==> src/rtl/reg_buf_pkg.sv <==
// Shared constants for the reg_buf elastic buffer: default geometry and the
// drop-counter width/saturation value used when REG_BUF_DROP_EN is defined.
package reg_buf_pkg;
  localparam int DATA_W_DEF = 136;
  localparam int DEPTH_DEF  = 4;
  localparam int DROP_CNT_W = 16;
  localparam logic [DROP_CNT_W-1:0] DROP_CNT_MAX = 16'hFFFF;
endpackage

==> src/rtl/reg_buf.sv <==
// DEPTH-entry valid/ready elastic buffer with occupancy count and hold-last-value output.
// Optional macro REG_BUF_DROP_EN: never back-pressures, discards pushes while full and counts them.
module reg_buf
  import reg_buf_pkg::*;
#(
  parameter int DATA_W = DATA_W_DEF,
  parameter int DEPTH  = DEPTH_DEF,
  localparam int CNT_W = $clog2(DEPTH + 1),
  localparam int PTR_W = $clog2(DEPTH)
) (
  input  logic              clk,
  input  logic              rst,
  input  logic [DATA_W-1:0] data_in,
  input  logic              in_valid,
  output logic              in_ready,
  output logic [DATA_W-1:0] data_out,
  output logic              out_valid,
  input  logic              out_ready,
  output logic [CNT_W-1:0]  count
`ifdef REG_BUF_DROP_EN
  ,
  output logic [DROP_CNT_W-1:0] drop_cnt
`endif
);

  logic [DATA_W-1:0] mem [DEPTH];
  logic [PTR_W-1:0]  wr_ptr;
  logic [PTR_W-1:0]  rd_ptr;
  logic [DATA_W-1:0] last_q;
  logic              full;
  logic              push;
  logic              pop;

  function automatic logic [PTR_W-1:0] next_ptr(input logic [PTR_W-1:0] p);
    return (p == PTR_W'(DEPTH - 1)) ? '0 : p + PTR_W'(1);
  endfunction

  // Full/empty come from the occupancy count only; pointers alias when full.
  assign full      = (count == CNT_W'(DEPTH));
  assign out_valid = (count != '0);
  assign pop       = out_valid & out_ready;
  assign data_out  = out_valid ? mem[rd_ptr] : last_q;

`ifdef REG_BUF_DROP_EN
  logic drop;
  assign in_ready = 1'b1;
  assign push     = in_valid & ~full;
  assign drop     = in_valid & full;

  always_ff @(posedge clk) begin
    if (rst) begin
      drop_cnt <= '0;
    end else if (drop && drop_cnt != DROP_CNT_MAX) begin
      drop_cnt <= drop_cnt + DROP_CNT_W'(1);
    end
  end
`else
  assign in_ready = ~full;
  assign push     = in_valid & in_ready;
`endif

  always_ff @(posedge clk) begin
    if (rst) begin
      count  <= '0;
      wr_ptr <= '0;
      rd_ptr <= '0;
      last_q <= '0;
    end else begin
      if (push) wr_ptr <= next_ptr(wr_ptr);
      if (pop) begin
        rd_ptr <= next_ptr(rd_ptr);
        last_q <= mem[rd_ptr];
      end
      if (push && !pop)      count <= count + CNT_W'(1);
      else if (pop && !push) count <= count - CNT_W'(1);
    end
  end

  // Storage is left out of reset so it can map onto distributed RAM.
  always_ff @(posedge clk) begin
    if (push && !rst) mem[wr_ptr] <= data_in;
  end

endmodule
==> config.mk <==
export PLATFORM = sky130hd
export DESIGN_NAME = reg_buf
export DESIGN_NICKNAME = d
export VERILOG_FILES = /design/src/rtl/reg_buf_pkg.sv /design/src/rtl/reg_buf.sv
export SDC_FILE = /design/constraint.sdc
export NUM_CORES = 1
export LEC_CHECK = 0
export CAP_MARGIN = 20
export CORE_ASPECT_RATIO = 1.5
export CORE_MARGIN = 2
export CORE_UTILIZATION = 58
export CTS_BUF_LIST = sky130_fd_sc_hd__clkbuf_8
export DETAILED_ROUTE_END_ITERATION = 6
export PLACE_DENSITY = 0.82
export SLEW_MARGIN = 40
export SYNTH_ARGS = -nofsm -noshare
export SYNTH_HDL_FRONTEND = slang
export SYNTH_SLANG_ARGS = --single-unit
==> constraint.sdc <==
create_clock -name clk -period 18.8 [get_ports clk]
set_clock_uncertainty 0.2 [all_clocks]
set_input_delay 3.76 -clock clk [delete_from_list [all_inputs] [get_ports clk]]
set_output_delay 3.76 -clock clk [all_outputs]
set_load 0.1 [all_outputs]
After elaboration in Yosys (flattened, before gate mapping)
Memory sizes are Yosys's and may differ from the RTL's. A register that Yosys moved wholly into a read port is not among the register bits.
Index checks and enable logic that the tools add are counted.
{"block": "classes", "n_eq_ne": 3, "muxes": 9, "n_addsub": 4, "bitwise_logic": 3, "n_reduce_logical": 8}
{"cell": "$mux W136", "count": 1}
{"cell": "$mux W2", "count": 4}
{"cell": "$mux W3", "count": 2}
{"cell": "$add A2 B1 Y2 const B", "count": 2}
{"cell": "$eq A2 B2 Y1 const B", "count": 2}
{"cell": "$add A3 B1 Y3 const B", "count": 1}
{"cell": "$eq A3 B3 Y1 const B", "count": 1}
{"cell": "$logic_and A1 B1 Y1", "count": 3}
{"cell": "$logic_not A1 Y1", "count": 3}
{"cell": "$reduce_bool A3 Y1", "count": 1}
{"cell": "$sub A3 B1 Y3 const B", "count": 1}
{"cell": "$and A1 B1 Y1", "count": 2}
{"cell": "$mux W1", "count": 2}
{"cell": "$reduce_bool A2 Y1", "count": 1}
{"cell": "$not A1 Y1", "count": 1}
{"block": "word_totals", "ramBits": 544, "n_memories": 1, "out_inout_bits": 141, "ff_bits": 143, "wordCells": 32}
{"name": "mem", "words": 4, "width": 136, "read_ports": 1, "rd_ports_with_merged_regs": 1, "wr": 1, "line_no": "reg_buf.sv:26", "rtl": "logic [DATA_W-1:0] mem [DEPTH];"}

Longest topological paths before layout
{"block": "logic_depth", "ltp_word": 7, "ltp_mapped": 10, "mapped_depth_nobuf": 10}

Least setup slack after synthesis
No wires, ideal clock.
{"block": "synth_timing", "kind": "input to register", "from": "in rst", "to": "mem mem[0][0] (netlist name) (enable)", "required_ps": 17774, "cell_stages": 3, "n_path_buf": 2, "setup_ps": 826, "path_slack_ps": 3797, "arrival_time_ps": 13977, "cell_sequence": "clkbuf_1 clkbuf_1 nor3b_1"}
{"block": "synth_between", "elab_chain_len": 4}
{"element": "start: declaration", "line_no": "reg_buf.sv:12", "rtl": "input logic rst,"}
{"element": "$logic_not A1 Y1", "line_no": "reg_buf.sv:81", "rtl": "if (push && !rst) mem[wr_ptr] <= data_in;"}
{"element": "$logic_and A1 B1 Y1", "line_no": "reg_buf.sv:81"}
{"element": "$mux W1", "line_no": "reg_buf.sv:81"}
{"element": "$mux W1 (not written as such)", "line_no": "reg_buf.sv:81"}
{"element": "end: declaration", "line_no": "reg_buf.sv:26"}
No other way between the ends.

==> impl_metrics.py <==
metrics = {
    "synth": {
        "synthDistinctLibCells": 24,
        "synth.area.mux_share": 0.1793,
        "synth_compound_area_frac": 0.04876,
        "synth_adder_area_share": 0.003702,
        "synth_cells": 1216,
        "yosysSeqAreaShare": 0.7490,
        "synth-xor-area-share": 0.0006820,
        "synth-seq-cells": 689,
        "synth_nets": 1363,
        "synth_top_family_by_area": "multiplexers",
        "yosysWarnings": 0,
        "syn-cell-area_um2": 25680,
        "synth.avg_cell_area_um2": 21.12,
        "synth_simple_gate_area_frac": 0.003751,
    },
    "routing": {
        "avgRoutedWirePerCell_um": 23.99,
        "ant_nets": 0,
        "wl_um": 52990,
        "drt-initial-drc-count": 786,
        "vias_per_cell": 5.900,
        "num_vias": 13030,
        "route.detailed.drc": 0,
        "drt-pass1-iter-count": 5,
    },
    "global_routing": {
        "grt_most_used_layer": "met2",
        "use_met3": 0.06149,
        "grt-ovfl-total": 0,
        "grt_first_pass_wirelength_um": 80010,
        "antenna_found_initial": 12,
        "met2_usage": 0.4011,
        "grt_use_met1": 0.2787,
        "grt_max_degree": 85,
        "grt_pass1_vias": 14290,
        "track_usage": 0.2333,
    },
    "timing": {
        "setup_viol": 0,
        "max_slew.worst_pin.slew_ps": 868.2,
        "period_needed_ps": 7858,
        "hold_slack_ps": 269.2,
        "report.final.slew_viol_count": 0,
        "fmax_mhz": 127.3,
        "grt_setup_unrepaired": "false",
        "slew_headroom": 0.4212,
        "hold_violations": 0,
        "finalCritPeriodShare": 0.4180,
        "tns_ps": 0,
    },
    "job": {
        "drv_cap": 0,
    },
    "setup_path": {
        "crit_type": "register to output port",
        "cp-start-kind": "register",
        "crit_required_ps": 14840,
        "cp.arrival_ps": 3900,
        "cp-end-kind": "output port",
        "path_max_fanout": 44,
    },
    "finish": {
        "fill_cells": 2733,
        "syn_to_final_growth_pct": 18.84,
        "design_area_um2": 30520,
        "nets": 1687,
        "seqCellArea_um2": 19250,
        "drive_above_1_share": 0.3590,
        "multi_input_area_um2": 6106,
    },
    "placement": {
        "io_buffer_count": 280,
        "gp_routability_congestion": 0.7414,
        "detailed_place.area_um2": 28480,
        "dp_hpwl_um": 29050,
    },
    "floorplanning": {
        "rows": 94,
        "die_w_um": 175.8,
        "core-area_um2": 43750,
        "io_pins": 281,
        "die_area_um2": 46020,
        "initial_core_util": 0.5871,
        "die_h_um": 261.7,
    },
    "clock_network": {
        "cts_setup_buffers": 0,
        "cts_tree": "yes",
        "cts_hold_buf": 0,
        "clock-sinks": 689,
        "clock-root-buffer": "clkbuf_8",
        "h-tree-depth": 3,
        "cts.repair.resized": 0,
        "insertion_delay_ps": 710,
        "numCtsBuffers": 99,
        "clockBufferDepth": 3,
        "clkTransAtPathRegs_ps": 70,
    },
    "outcome": {
        "status": "completed",
    },
    "worst_hold_path": {
        "worstHoldPathType": "register to register",
    },
}
path summary, 6_finish.rpt:
path | start | endpoint | slack [ps] | cells past startpoint
setup / recovery | register | data_out[121] | 10940 | 5
hold / removal | rd_ptr[1]$_SDFFE_PP0P_ | register | 270 | 2
setup reg to reg | count[0]$_SDFFE_PP0P_ | last_q[100]$_SDFFE_PP0P_ | 15480 | 5
hold reg to reg | rd_ptr[1]$_SDFFE_PP0P_ | register | 270 | 2
sequential cells by signal (all words and copies together), names as in the netlist, named ones only:
name	count
rd_ptr	2
last_q	136
wr_ptr	2
count	3
mem	544
cell type report:
| cell class | count | area share |
|---|---|---|
| clock inverter | 73 | 0.01537 |
| timing repair buffer | 299 | 0.07850 |
| sequential | 689 | 0.6305 |
| multi-input combinational | 445 | 0.2000 |
| tap | 576 | 0.02361 |
| antenna | 9 | 0.0007378 |
| clock buffer | 112 | 0.05050 |
| inverter | 6 | 0.0007378 |
cell families after synthesis:
group                    after synthesis
multiplexers                         273
AND/OR/NAND/NOR                       17
AO/OA/AOI/OAI                        146
XOR/XNOR                               2
flip-flops                           689
adder cells (fa/ha/maj)                7
buffers and inverters                 82
worst max-delay path, stage by stage (launching register included):
cell,delay (ps)
dfxtp_4,720
buf_6,530
buf_6,590
mux4_2,610
mux2_2,300
buf_2,300
cell usage after synthesis (all sizes together):
library cell,count,area share
fa,1,0.00078
ha,6,0.0029
nand2,3,0.00044
nand3,2,0.00039
clkbuf,25,0.0037
nor2,3,0.00044
mux2,136,0.060
a21oi,6,0.0013
o21ai,3,0.00058
xor2,2,0.00068
or4,1,0.00029
edfxtp,544,0.64
mux2i,1,0.00039
or3,3,0.00073
dfxtp,145,0.11
buf,51,0.010
o31ai,1,0.00049
mux4,136,0.12
a22o,136,0.046
inv,6,0.00088
nor3b,5,0.0015
per-stage QoR:
| stage | instances | setup WS (ps) | utilization |
|---|---|---|---|
| after CTS | 2200 | 10550 | 0.6970 |
| after detailed placement | 2015 | 11350 | 0.6510 |
| final | 2209 | 10940 | 0.6977 |
| after floorplan | 1216 | 3797 | - |
| after global routing | 2207 | 10610 | 0.6976 |
| after global placement | 2011 | 10390 | 0.6642 |
layer usage:
metal / vias up / part of all wire
li1: 5735 / -
met1: 6768 / 0.38
met2: 432 / 0.52
met3: 93 / 0.069
met4: 6 / 0.031
met5: - / 0.00083
cell usage in the layout (no fill, tap or decap), types with 4 or more instances in the layout:
cell type	n
clkdlybuf4s50_1	139
buf_12	4
buf_4	4
inv_1	41
mux2_2	136
a21oi_1	5
clkbuf_8	112
diode_2	9
buf_6	7
a22o_1	136
clkinv_1	9
ha_1	6
clkinv_2	17
nor3b_2	4
bufinv_16	5
edfxtp_1	544
dfxtp_1	143
mux4_2	136
buf_16	4
buf_2	141
Power is not shown: default switching activity piles up to over one toggle a cycle in this logic, so the estimate is an artifact.
